### config.mk
export PLATFORM = sky130hd
export DESIGN_NAME = fifo_uart_tx
export DESIGN_NICKNAME = d
export VERILOG_FILES = /design/src/rtl/uart_pkg.sv /design/src/rtl/uart_baud_gen.sv /design/src/rtl/fifo_uart_tx.sv
export SDC_FILE = /design/constraint.sdc
export NUM_CORES = 1
export LEC_CHECK = 0
export ABC_AREA = 0
export CAP_MARGIN = 0
export CORE_ASPECT_RATIO = 1.2
export CORE_UTILIZATION = 40
export DETAILED_ROUTE_END_ITERATION = 16
export GPL_TIMING_DRIVEN = 0
export PLACE_DENSITY = 0.57
export REMOVE_ABC_BUFFERS = 1
export SYNTH_ARGS = -nofsm -noshare
export SYNTH_HDL_FRONTEND = slang
export SYNTH_HIERARCHICAL = 1
export SYNTH_SLANG_ARGS = --single-unit
### constraint.sdc
create_clock -name clk -period 5.45 [get_ports clk]
set_input_delay 1.09 -clock clk [delete_from_list [all_inputs] [get_ports clk]]
set_output_delay 1.09 -clock clk [all_outputs]
set_load 0.05 [all_outputs]
### src/rtl/uart_pkg.sv
`default_nettype none
// ============================================================================
//  Module      : uart_pkg
//  Description : Shared UART definitions. Provides the frame state encoding,
//                the idle line level and a helper that returns the length of
//                one frame in clk cycles. Used by the transmitter and, later,
//                the receiver.
//  Revision    : 1.0  initial release
// ============================================================================
package uart_pkg;

    // Frame state encoding
    localparam logic [2:0] IDLE   = 3'd0;
    localparam logic [2:0] START  = 3'd1;
    localparam logic [2:0] DATA   = 3'd2;
    localparam logic [2:0] PARITY = 3'd3;
    localparam logic [2:0] STOP   = 3'd4;

    typedef enum logic [2:0] {
        ST_IDLE   = IDLE,
        ST_START  = START,
        ST_DATA   = DATA,
        ST_PARITY = PARITY,
        ST_STOP   = STOP
    } uart_state_e;

    // A UART line rests at mark (logic 1)
    localparam logic LINE_IDLE = 1'b1;

    // Number of clk cycles in one complete frame
    function automatic int unsigned frame_cycles(input int unsigned data_width,
                                                 input int unsigned clks_per_bit,
                                                 input int unsigned parity_en,
                                                 input int unsigned stop_bits);
        return (1 + data_width + parity_en + stop_bits) * clks_per_bit;
    endfunction

endpackage : uart_pkg
`default_nettype wire

### src/rtl/uart_baud_gen.sv
`default_nettype none
// ============================================================================
//  Module      : uart_baud_gen
//  Description : Bit-period timer. Down-counts CLKS_PER_BIT cycles per bit and
//                pulses bit_done in the last cycle of every bit. restart
//                re-aligns the period to the current edge; while inactive the
//                counter rests at zero.
//  Ports       : clk      in  system clock
//                reset    in  synchronous, active-high
//                restart  in  load a full bit period on this edge
//                active   in  a frame is in progress
//                bit_done out last cycle of the current bit
//  Revision    : 1.0  initial release
// ============================================================================
module uart_baud_gen #(
    parameter int CLKS_PER_BIT = 16
) (
    input  logic clk,
    input  logic reset,
    input  logic restart,
    input  logic active,
    output logic bit_done
);

    localparam int              CNT_W  = (CLKS_PER_BIT > 1) ? $clog2(CLKS_PER_BIT) : 1;
    localparam logic [CNT_W-1:0] RELOAD = CNT_W'(CLKS_PER_BIT - 1);

    logic [CNT_W-1:0] cnt_q;
    logic [CNT_W-1:0] cnt_d;

    // Reloading at every bit boundary keeps each bit exactly CLKS_PER_BIT
    // cycles long, so no phase error carries from one bit or frame to the next.
    always_comb begin
        cnt_d = cnt_q;
        if (restart) begin
            cnt_d = RELOAD;
        end else if (!active) begin
            cnt_d = '0;
        end else if (cnt_q == '0) begin
            cnt_d = RELOAD;
        end else begin
            cnt_d = cnt_q - CNT_W'(1);
        end
    end

    always_ff @(posedge clk) begin
        if (reset) begin
            cnt_q <= '0;
        end else begin
            cnt_q <= cnt_d;
        end
    end

    assign bit_done = active & (cnt_q == '0);

endmodule : uart_baud_gen
`default_nettype wire

### src/rtl/fifo_uart_tx.sv
`default_nettype none
// ============================================================================
//  Module      : fifo_uart_tx
//  Description : Pops words from a show-ahead FIFO and serialises each one as
//                an asynchronous UART frame: start, data LSB first, optional
//                parity, one or two stop bits. Back-to-back frames have no
//                idle gap when the FIFO keeps data available.
//  Ports       : clk       in  system clock
//                reset     in  synchronous, active-high
//                enable    in  permits starting new frames
//                fifo_val  in  FIFO head word is valid
//                fifo_data in  FIFO head word
//                fifo_read out pop strobe, one cycle per word
//                tx        out serial line, idle high
//                busy      out frame in progress
//  Revision    : 1.0  initial release
// ============================================================================
module fifo_uart_tx
    import uart_pkg::*;
#(
    parameter int DATA_WIDTH   = 8,
    parameter int CLKS_PER_BIT = 16,
    parameter int PARITY_EN    = 0,
    parameter int PARITY_ODD   = 0,
    parameter int STOP_BITS    = 1
) (
    input  logic                  clk,
    input  logic                  reset,
    input  logic                  enable,
    input  logic                  fifo_val,
    input  logic [DATA_WIDTH-1:0] fifo_data,
    output logic                  fifo_read,
    output logic                  tx,
    output logic                  busy
);

    localparam int BIT_W = $clog2(DATA_WIDTH) + 1;

    uart_state_e           state_q,    state_d;
    logic [DATA_WIDTH-1:0] shift_q,    shift_d;
    logic [BIT_W-1:0]      bit_cnt_q,  bit_cnt_d;
    logic                  stop_cnt_q, stop_cnt_d;
    logic                  parity_q,   parity_d;
    logic                  tx_q,       tx_d;
    logic                  busy_q,     busy_d;

    logic bit_done;
    logic last_stop;
    logic pop;

    uart_baud_gen #(
        .CLKS_PER_BIT (CLKS_PER_BIT)
    ) u_baud (
        .clk      (clk),
        .reset    (reset),
        .restart  (pop),
        .active   (state_q != ST_IDLE),
        .bit_done (bit_done)
    );

    // Final cycle of the final stop bit: the line may be handed straight to
    // the next start bit here.
    assign last_stop = (state_q == ST_STOP) & bit_done &
                       (stop_cnt_q == 1'(STOP_BITS - 1));

    assign pop       = ((state_q == ST_IDLE) | last_stop) & enable & fifo_val & ~reset;
    assign fifo_read = pop;

    always_comb begin
        state_d    = state_q;
        shift_d    = shift_q;
        bit_cnt_d  = bit_cnt_q;
        stop_cnt_d = stop_cnt_q;
        parity_d   = parity_q;
        tx_d       = tx_q;

        unique case (state_q)
            ST_IDLE: begin
                tx_d = LINE_IDLE;
            end
            ST_START: begin
                if (bit_done) begin
                    state_d   = ST_DATA;
                    bit_cnt_d = '0;
                    tx_d      = shift_q[0];
                end
            end
            ST_DATA: begin
                if (bit_done) begin
                    if (bit_cnt_q == BIT_W'(DATA_WIDTH - 1)) begin
                        if (PARITY_EN != 0) begin
                            state_d = ST_PARITY;
                            tx_d    = parity_q;
                        end else begin
                            state_d    = ST_STOP;
                            stop_cnt_d = 1'b0;
                            tx_d       = LINE_IDLE;
                        end
                    end else begin
                        bit_cnt_d = bit_cnt_q + BIT_W'(1);
                        shift_d   = shift_q >> 1;
                        tx_d      = shift_d[0];
                    end
                end
            end
            ST_PARITY: begin
                if (bit_done) begin
                    state_d    = ST_STOP;
                    stop_cnt_d = 1'b0;
                    tx_d       = LINE_IDLE;
                end
            end
            ST_STOP: begin
                if (bit_done) begin
                    if (last_stop) begin
                        state_d = ST_IDLE;
                    end else begin
                        stop_cnt_d = 1'b1;
                    end
                end
            end
            default: begin
                state_d = ST_IDLE;
                tx_d    = LINE_IDLE;
            end
        endcase

        // A pop overrides whatever the frame logic chose: capture the word
        // and drive the start bit on this same edge.
        if (pop) begin
            state_d    = ST_START;
            shift_d    = fifo_data;
            parity_d   = (^fifo_data) ^ (PARITY_ODD != 0);
            bit_cnt_d  = '0;
            stop_cnt_d = 1'b0;
            tx_d       = 1'b0;
        end

        busy_d = (state_d != ST_IDLE);
    end

    always_ff @(posedge clk) begin
        if (reset) begin
            state_q    <= ST_IDLE;
            shift_q    <= '0;
            bit_cnt_q  <= '0;
            stop_cnt_q <= 1'b0;
            parity_q   <= 1'b0;
            tx_q       <= LINE_IDLE;
            busy_q     <= 1'b0;
        end else begin
            state_q    <= state_d;
            shift_q    <= shift_d;
            bit_cnt_q  <= bit_cnt_d;
            stop_cnt_q <= stop_cnt_d;
            parity_q   <= parity_d;
            tx_q       <= tx_d;
            busy_q     <= busy_d;
        end
    end

    assign tx   = tx_q;
    assign busy = busy_q;

endmodule : fifo_uart_tx
`default_nettype wire
==> results of run 1 <==
through the flow:
| stage | utilization (%) | cell area (sq um) | std cells | power, W |
|---|---|---|---|---|
| 3_3_place_gp | 46.00 | 1281 | 170 | 0.0002494 |
| 6_report | 46.81 | 1304 | 173 | 0.0003190 |
| 3_5_place_dp | 46.00 | 1281 | 170 | 0.0002513 |
| 2_1_floorplan | - | 1099 | 122 | 0.0002278 |
| 4_1_cts | 46.81 | 1304 | 173 | 0.0003231 |
| 5_1_grt | 46.81 | 1304 | 173 | 0.0003385 |
how the worst min path moves through the flow:
stage                from         end  cells after the start
4_1_cts        shift_q[5]  shift_q[5]                      2
6_report       shift_q[5]  shift_q[5]                      2
2_1_floorplan  shift_q[7]  shift_q[7]                      2
3_5_place_dp   shift_q[5]  shift_q[5]                      2
5_1_grt        shift_q[7]  shift_q[7]                      2
3_3_place_gp   shift_q[0]  shift_q[0]                      2
worst max-delay path, stage by stage (launching register included):
cell                              delay (ps)
sky130_fd_sc_hd__dfxtp_1                 650
sky130_fd_sc_hd__nor2_1                  160
sky130_fd_sc_hd__nand2_1                 190
sky130_fd_sc_hd__and4bb_1                470
sky130_fd_sc_hd__nand2b_1                190
sky130_fd_sc_hd__a21o_2                  350
sky130_fd_sc_hd__nor2_1                  290
sky130_fd_sc_hd__clkdlybuf4s50_1         870
layout by cell type, fill, tap and decap left out, drive strengths merged, types with 2 or more instances in the layout:
| cell type | synthesis | layout |
|---|---|---|
| ha | 3 | 3 |
| nand3b | 2 | 2 |
| nor3b | 2 | 2 |
| inv | 8 | 8 |
| a22oi | 3 | 3 |
| nand3 | 5 | 5 |
| nor4 | 3 | 3 |
| xnor2 | 2 | 2 |
| clkdlybuf4s50 | 0 | 14 |
| a311oi | 2 | 2 |
| nand2b | 4 | 4 |
| nand2 | 7 | 7 |
| o22ai | 2 | 2 |
| nor2 | 14 | 14 |
| dfxtp | 22 | 22 |
| o31ai | 2 | 2 |
| nor3 | 8 | 8 |
| mux2i | 2 | 2 |
| clkbuf | 1 | 3 |
| a21oi | 15 | 15 |
power breakdown:
group | switching [W] | internal [W] | total, W
clock network | 0.0000452 | 0.0000257 | 0.0000709
registers | 0.0000103 | 0.000171 | 0.000181
logic | 0.0000357 | 0.0000313 | 0.0000670
cells by family (layout without fill, tap and decap cells):
| group | Yosys count | count (layout) |
|---|---|---|
| AO/OA/AOI/OAI | 32 | 32 |
| XOR/XNOR | 2 | 2 |
| multiplexers | 2 | 2 |
| flip-flops | 22 | 22 |
| adder cells (fa/ha/maj) | 3 | 3 |
| buffers and inverters | 16 | 25 |
| AND/OR/NAND/NOR | 53 | 53 |
layout make-up:
type,instances,area (sq um)
clock buffer,3,22.52
fill,284,1481
inverter,8,30.03
multi-input combinational,92,628.1
sequential,22,440.4
tap,34,42.54
timing repair buffer,14,140.1
registers in the layout, summed over array words and instances (netlist names):
name / count
bit_cnt_q: 4
busy: 1
shift_q: 8
state_q: 3
tx: 1
u_baud/cnt_q: 4
stop_cnt_q: 1
routing by layer:
| metal | up-vias | part of all wire [%] | global-route usage (%) |
|---|---|---|---|
| met1 | 426 | 52 | 20.88 |
| met5 | - | 0 | 0 |
| met2 | 18 | 44 | 24.62 |
| met3 | 2 | 3.0 | 2.963 |
| li1 | 486 | - | - |
| met4 | 0 | 0.74 | 5.792 |
==> tab_implementation.tex, run 1 <==
\begin{tabular}{lr}
\hline
Metric & Value \\
\hline
\multicolumn{2}{l}{\textbf{Status}} \\
\quad Status & finished clean \\
\multicolumn{2}{l}{\textbf{Placement}} \\
\quad Port buffer count & 14 \\
\quad Worst slack, placed & 1133 ps \\
\quad GPL Wtd Cong & 0.7159 \\
\quad Final HPWL from detailed placement & 1509 um \\
\multicolumn{2}{l}{\textbf{Global route}} \\
\quad Total routing resource utilization after global routing & 15.44\% \\
\quad Final global-route overflow total & 0 \\
\quad Global-route wire length before repair & 3636 um \\
\quad Number of antenna violations at the first check in global routing & 0 \\
\quad Via count of the first global-routing pass & 825 \\
\quad Maximum number of pins on one net before global-route repair & 20 \\
\multicolumn{2}{l}{\textbf{Yosys}} \\
\quad Count of cell types in the netlist & 44 \\
\quad Mux contribution to synthesized area & 1.720\% \\
\quad Share of synthesized registers carrying an async set or reset & 0\% \\
\quad Number of flip-flops and latches in the synthesized netlist & 22 \\
\quad Largest area contributor in the netlist & sky130\_fd\_sc\_hd\_\_dfxtp\_1 \\
\quad Synth Area in Compound Gates & 18.06\% \\
\quad Largest family of logic cells by synthesized area & simple AND/OR/NAND/NOR gates \\
\quad Synthesized area per cell & 8.951 sq um \\
\quad Leading cell type by number of instances after synthesis & sky130\_fd\_sc\_hd\_\_dfxtp\_1 \\
\quad Adder-cell share of the synthesized area & 3.226\% \\
\quad Parity-gate share of the synthesized area counting xor and xnor cells & 1.505\% \\
\quad Top cell types by occurrence after synthesis & sky130\_fd\_sc\_hd\_\_dfxtp\_1, sky130\_fd\_sc\_hd\_\_a21oi\_1, sky130\_fd\_sc\_hd\_\_nor2\_1 \\
\quad Sequential cell area fraction in the yosys report & 37.85\% \\
\quad Post-synthesis instance area & 0.001164 sq mm \\
\quad Number of enable flip-flop cells after synthesis & 0 \\
\quad Post-Synthesis Cells & 130 \\
\quad Synthesized-area fraction occupied by and/or/nand/nor cells & 29.46\% \\
\quad Top post-synthesis cells by area & sky130\_fd\_sc\_hd\_\_dfxtp\_1, sky130\_fd\_sc\_hd\_\_a21oi\_1, sky130\_fd\_sc\_hd\_\_nor2\_1 \\
\quad Number of synthesis warnings & 6 \\
\quad Share of the synthesized area in the top cell type & 37.85\% \\
\quad Most instantiated flip-flop cell in the synthesis netlist & sky130\_fd\_sc\_hd\_\_dfxtp\_1 \\
\multicolumn{2}{l}{\textbf{CTS}} \\
\quad Number of buffers added to fix hold violations after cts & 0 \\
\quad Number of buffers inserted during clock tree synthesis & 3 \\
\quad Buffers inserted by post-CTS timing repair & 0 \\
\quad Clock Root Buffer & sky130\_fd\_sc\_hd\_\_clkbuf\_4 \\
\quad Clock transition at the register clock pins on the worst setup and hold paths after CTS & 110 ps \\
\quad Clock tree sinks & 22 \\
\quad Source-to-sink clock delay at the later pin of the worst-skew pair & 290 ps \\
\quad Largest buffer count on any clock path & 2 \\
\quad Number of gates resized after cts & 0 \\
\quad Count of H-tree levels built during CTS & 1 \\
\quad TritonCTS clock tree & built \\
\multicolumn{2}{l}{\textbf{Worst setup path}} \\
\quad Crit start category & flip-flop \\
\quad Critical Path Sink Type & primary output \\
\quad RR Startpoint & state\_q[0] \\
\quad Crit Path Class & flip-flop to primary output \\
\quad Destination of the critical timing path & fifo\_read \\
\quad Required time of the worst setup path & 4360 ps \\
\quad CP Data Arrival Time & 3470 ps \\
\quad Timing startpoint of the critical path & state\_q[0] \\
\quad Capture point of the worst reg-to-reg path & u\_baud/cnt\_q[2] \\
\quad Cells on worst reg2reg path & 8 \\
\quad Worst-case register-to-register setup slack & 2830 ps \\
\quad Crit-path max FO & 13 \\
\multicolumn{2}{l}{\textbf{Timing}} \\
\quad Skew final & 2.761 ps \\
\quad Setup slack after layout & 892.8 ps \\
\quad Max-slew violation count & 0 \\
\quad Number of setup violations in the final report & 0 \\
\quad Highest Clock Rate & 219.4 MHz \\
\quad RSZ-0062 raised after global routing & no \\
\quad Hold Worst Slack & 482.0 ps \\
\quad Tightest slew margin relative to the limit & 54.88\% \\
\quad Final clock period utilization by the worst path & 83.62\% \\
\quad Final TNS setup & 0 ps \\
\quad Pin slew with the least headroom to its limit & 674.7 ps \\
\quad Clock period minus final worst setup slack & 4557 ps \\
\quad Hold Fails Final Rpt & 0 \\
\multicolumn{2}{l}{\textbf{Drt}} \\
\quad Total wire length after detailed routing & 2176 um \\
\quad Via-to-Cell Ratio & 5.387 \\
\quad Count of nets left with antenna violations after detail routing & 0 \\
\quad Number of vias after detailed routing & 932 \\
\quad DRC violation count after routing & 0 \\
\quad Initial DRC Count & 15 \\
\quad Routed length per instance & 12.58 um \\
\quad First-pass iteration count of the detailed router & 4 \\
\multicolumn{2}{l}{\textbf{Floorplanning}} \\
\quad Number of I/O pins & 15 \\
\quad Die outline height & 61.09 um \\
\quad X dimension of the die & 51.24 um \\
\quad Standard-cell row count & 21 \\
\quad Die area & 0.003130 sq mm \\
\quad Starting density of the core & 41.78\% \\
\quad Floorplan Core Area & 0.002785 sq mm \\
\multicolumn{2}{l}{\textbf{Power and ir drop}} \\
\quad Max IR drop VDD & 0.1781 mV \\
\quad Total power divided by cell area & 244.7 mW/mm\^{}2 \\
\quad Pleak & 0.4994 nW \\
\multicolumn{2}{l}{\textbf{Cells and area}} \\
\quad Fraction of final layout cells with drive strength greater than 1 & 7.914\% \\
\quad Net count of the finished layout & 156 \\
\quad Area overhead of the layout relative to synthesis & 12.04\% \\
\quad \# diodes & 0 \\
\multicolumn{2}{l}{\textbf{Run}} \\
\quad Number of maximum-capacitance violations & 0 \\
\multicolumn{2}{l}{\textbf{Worst hold path}} \\
\quad HP Class & flip-flop to flip-flop \\
\hline
\end{tabular}
Power figures use the tool's default switching activity.
==> run 2, diff against run 1 <==
--- a/config.mk
+++ b/config.mk
@@ -11,7 +11,7 @@
 export CORE_UTILIZATION = 40
 export DETAILED_ROUTE_END_ITERATION = 16
 export GPL_TIMING_DRIVEN = 0
-export PLACE_DENSITY = 0.57
+export PLACE_DENSITY = 0.59
 export REMOVE_ABC_BUFFERS = 1
 export SYNTH_ARGS = -nofsm -noshare
 export SYNTH_HDL_FRONTEND = slang
==> constraint.sdc (replaced) <==
create_clock -name clk -period 3.7 [get_ports clk]
set_input_delay 0.74 -clock clk [delete_from_list [all_inputs] [get_ports clk]]
set_output_delay 0.74 -clock clk [all_outputs]
set_load 0.05 [all_outputs]
==> tab_implementation.tex, run 2 (synthesized netlist as in run 1, its figures left out) <==
\begin{tabular}{lr}
\hline
Metric & Value \\
\hline
\multicolumn{2}{l}{\textbf{Floorplanning}} \\
\quad X dimension of the die & 51.24 um (unchanged) \\
\quad Floorplan Core Area & 0.002785 sq mm (unchanged) \\
\quad Die outline height & 61.09 um (unchanged) \\
\quad Number of I/O pins & 15 (unchanged) \\
\quad Die area & 0.003130 sq mm (unchanged) \\
\quad Standard-cell row count & 21 (unchanged) \\
\quad Starting density of the core & 41.78\% (unchanged) \\
\multicolumn{2}{l}{\textbf{Timing}} \\
\quad Number of setup violations in the final report & 0 (unchanged) \\
\quad Pin slew with the least headroom to its limit & 701.4 ps (was 674.7 ps) \\
\quad Hold Worst Slack & 473.7 ps (was 482.0 ps) \\
\quad Skew final & 2.242 ps (was 2.761 ps) \\
\quad Highest Clock Rate & 298.2 MHz \\
\quad Setup slack after layout & 346.7 ps (was 892.8 ps) \\
\quad Hold Fails Final Rpt & 0 (unchanged) \\
\quad Final clock period utilization by the worst path & 90.63\% \\
\quad RSZ-0062 raised after global routing & no (unchanged) \\
\quad Tightest slew margin relative to the limit & 53.09\% (was 54.88\%) \\
\quad Clock period minus final worst setup slack & 3353 ps \\
\quad Max-slew violation count & 0 (unchanged) \\
\multicolumn{2}{l}{\textbf{CTS}} \\
\quad Source-to-sink clock delay at the later pin of the worst-skew pair & 310 ps (was 290 ps) \\
\quad TritonCTS clock tree & built (unchanged) \\
\quad Clock tree sinks & 22 (unchanged) \\
\quad Clock transition at the register clock pins on the worst setup and hold paths after CTS & 120 ps (was 110 ps) \\
\quad Clock Root Buffer & sky130\_fd\_sc\_hd\_\_clkbuf\_4 (unchanged) \\
\quad Count of H-tree levels built during CTS & 1 (unchanged) \\
\quad Largest buffer count on any clock path & 2 (unchanged) \\
\quad Buffers inserted by post-CTS timing repair & 0 (unchanged) \\
\quad Number of buffers inserted during clock tree synthesis & 3 (unchanged) \\
\multicolumn{2}{l}{\textbf{Cells and area}} \\
\quad Register with the highest flop count & shift\_q (unchanged) \\
\quad Fillers & 297 (was 284) \\
\quad Highest-count cells in the layout ignoring fill and taps & sky130\_fd\_sc\_hd\_\_dfxtp\_1, sky130\_fd\_sc\_hd\_\_a21oi\_1, sky130\_fd\_sc\_hd\_\_nor2\_1, sky130\_fd\_sc\_hd\_\_clkdlybuf4s50\_1, sky130\_fd\_sc\_hd\_\_inv\_1 (was sky130\_fd\_sc\_hd\_\_dfxtp\_1, sky130\_fd\_sc\_hd\_\_nor2\_1, sky130\_fd\_sc\_hd\_\_a21oi\_1, sky130\_fd\_sc\_hd\_\_clkdlybuf4s50\_1, sky130\_fd\_sc\_hd\_\_inv\_1) \\
\quad Max reg flops & 8 (unchanged) \\
\quad \# diodes & 0 (unchanged) \\
\quad Count of non-filler cells in the finished layout & 174 (was 173) \\
\quad Most common cell after layout, fill and taps aside & sky130\_fd\_sc\_hd\_\_dfxtp\_1 (unchanged) \\
\quad Net count of the finished layout & 156 (unchanged) \\
\quad Area overhead of the layout relative to synthesis & 15.27\% (was 12.04\%) \\
\quad Largest registers & shift\_q x8, bit\_cnt\_q x4, u\_baud/cnt\_q x4 (unchanged) \\
\quad Fraction of final layout cells with drive strength greater than 1 & 12.86\% (was 7.914\%) \\
\multicolumn{2}{l}{\textbf{Global route}} \\
\quad Global-route wire length before repair & 3643 um (was 3636 um) \\
\quad Final global-route overflow total & 0 (unchanged) \\
\quad Total routing resource utilization after global routing & 15.47\% (was 15.44\%) \\
\quad Number of antenna violations at the first check in global routing & 0 (unchanged) \\
\quad Maximum number of pins on one net before global-route repair & 20 (unchanged) \\
\quad Via count of the first global-routing pass & 858 (was 825) \\
\multicolumn{2}{l}{\textbf{Placement}} \\
\quad Port buffer count & 14 (unchanged) \\
\quad Final HPWL from detailed placement & 1497 um (was 1509 um) \\
\quad GPL Wtd Cong & 0.7062 (was 0.7159) \\
\quad Worst slack, placed & -182.4 ps (was 1133 ps) \\
\quad Placed Cells & 170 (unchanged) \\
\multicolumn{2}{l}{\textbf{Power and ir drop}} \\
\quad Max IR drop VDD & 0.2026 mV (was 0.1781 mV) \\
\quad Total power divided by cell area & 408.3 mW/mm\^{}2 (was 244.7 mW/mm\^{}2) \\
\quad Pleak & 0.5126 nW (was 0.4994 nW) \\
\multicolumn{2}{l}{\textbf{Worst setup path}} \\
\quad Crit-path max FO & 13 (unchanged) \\
\quad RR Startpoint & state\_q[0] (unchanged) \\
\quad Crit Path Class & flip-flop to primary output (unchanged) \\
\quad Worst-case register-to-register setup slack & 1420 ps (was 2830 ps) \\
\quad CP Data Arrival Time & 2610 ps (was 3470 ps) \\
\quad Capture point of the worst reg-to-reg path & shift\_q[6] (was u\_baud/cnt\_q[2]) \\
\quad Required time of the worst setup path & 2960 ps (was 4360 ps) \\
\quad Crit start category & flip-flop (unchanged) \\
\quad Critical Path Sink Type & primary output (unchanged) \\
\quad Cells on worst reg2reg path & 7 (was 8) \\
\multicolumn{2}{l}{\textbf{Drt}} \\
\quad Initial DRC Count & 21 (was 15) \\
\quad DRC violation count after routing & 0 (unchanged) \\
\quad Count of nets left with antenna violations after detail routing & 0 (unchanged) \\
\quad Total wire length after detailed routing & 2098 um (was 2176 um) \\
\quad Via-to-Cell Ratio & 5.431 (was 5.387) \\
\quad Routed length per instance & 12.06 um (was 12.58 um) \\
\quad First-pass iteration count of the detailed router & 4 (unchanged) \\
\quad Number of vias after detailed routing & 945 (was 932) \\
\multicolumn{2}{l}{\textbf{Worst hold path}} \\
\quad HP Class & flip-flop to flip-flop (unchanged) \\
\quad Endpoint of the worst hold path & shift\_q[5] (unchanged) \\
\quad Worst hold path cell count & 2 (unchanged) \\
\quad Worst Min Path Start & shift\_q[5] (unchanged) \\
\multicolumn{2}{l}{\textbf{Run}} \\
\quad Number of maximum-capacitance violations & 0 (unchanged) \\
\multicolumn{2}{l}{\textbf{Status}} \\
\quad Status & finished clean (unchanged) \\
\hline
\end{tabular}
-- run 2: cell count changes in the layout (fill, tap and decap cells not counted) --
cell,before,now
sky130_fd_sc_hd__dfxtp_1,22,19
sky130_fd_sc_hd__dfxtp_2,0,3
sky130_fd_sc_hd__and4bb_1,1,0
sky130_fd_sc_hd__and4bb_2,0,1
sky130_fd_sc_hd__bufinv_16,0,1
sky130_fd_sc_hd__clkdlybuf4s15_2,0,1
sky130_fd_sc_hd__clkdlybuf4s50_1,14,13
sky130_fd_sc_hd__nor2_1,14,13
sky130_fd_sc_hd__nor2_2,0,1
-- run 2: how the worst max path moves through the flow --
stage | from | end | slack [ps] | depth (start not counted)
floorplan | state_q[0] | fifo_read | 550 | 6
global placement | state_q[0] | fifo_read | -150 | 7
detailed placement | state_q[0] | fifo_read | -180 | 7
CTS | state_q[2] | fifo_read | 50 | 7
global route | state_q[0] | fifo_read | 80 | 7
finish | state_q[0] | fifo_read | 350 | 7
-- run 2: metal layers --
metal,part of all wire [%],up-vias,GRT usage [%]
met2,47,17,27.26
met5,0,-,0
li1,-,481,-
met1,48,443,18.42
met4,1.6,0,6.950
met3,3.5,4,2.963
-- run 2: final cells by class --
type | instances | area, sq um | share of cell area [%]
multi-input cells | 92 | 630.6 | 47.01
flip-flops and latches | 22 | 444.2 | 33.12
repair buffers | 14 | 141.4 | 10.54
well taps | 34 | 42.54 | 3.172
clock inverters | 1 | 30.03 | 2.239
inverters | 8 | 30.03 | 2.239
clock buffers | 3 | 22.52 | 1.679
-- run 2: timing repair --
action | in CTS | in global routing
setup endpoints to repair | 1 | 1
gates resized for setup | 4 | 4
hold buffers | 0 | 0
-- run 2: worst max-delay path, cell delays in order, from the launching register on --
cell                              delay [ps]
sky130_fd_sc_hd__dfxtp_2                 510
sky130_fd_sc_hd__nor2_1                  130
sky130_fd_sc_hd__nand2_1                 150
sky130_fd_sc_hd__and4bb_2                400
sky130_fd_sc_hd__nand2b_1                160
sky130_fd_sc_hd__a21o_2                  340
sky130_fd_sc_hd__nor2_2                  200
sky130_fd_sc_hd__clkdlybuf4s15_2         410
-- run 2: stage by stage --
step	setup TNS (ps)	util (%)	instance area, sq um	total power [W]
2_1_floorplan	0	-	1099	0.0003355
3_5_place_dp	-182.4	46.00	1281	0.0003700
4_1_cts	0	47.98	1336	0.0005551
6_report	0	48.16	1341	0.0005476
3_3_place_gp	-145.1	46.00	1281	0.0003672
5_1_grt	0	48.16	1341	0.0005793
-- run 2: where the power goes --
part	switching, W	internal, W
clock	0.0000741	0.000109
combinational	0.0000512	0.0000461
sequential	0.0000147	0.000252
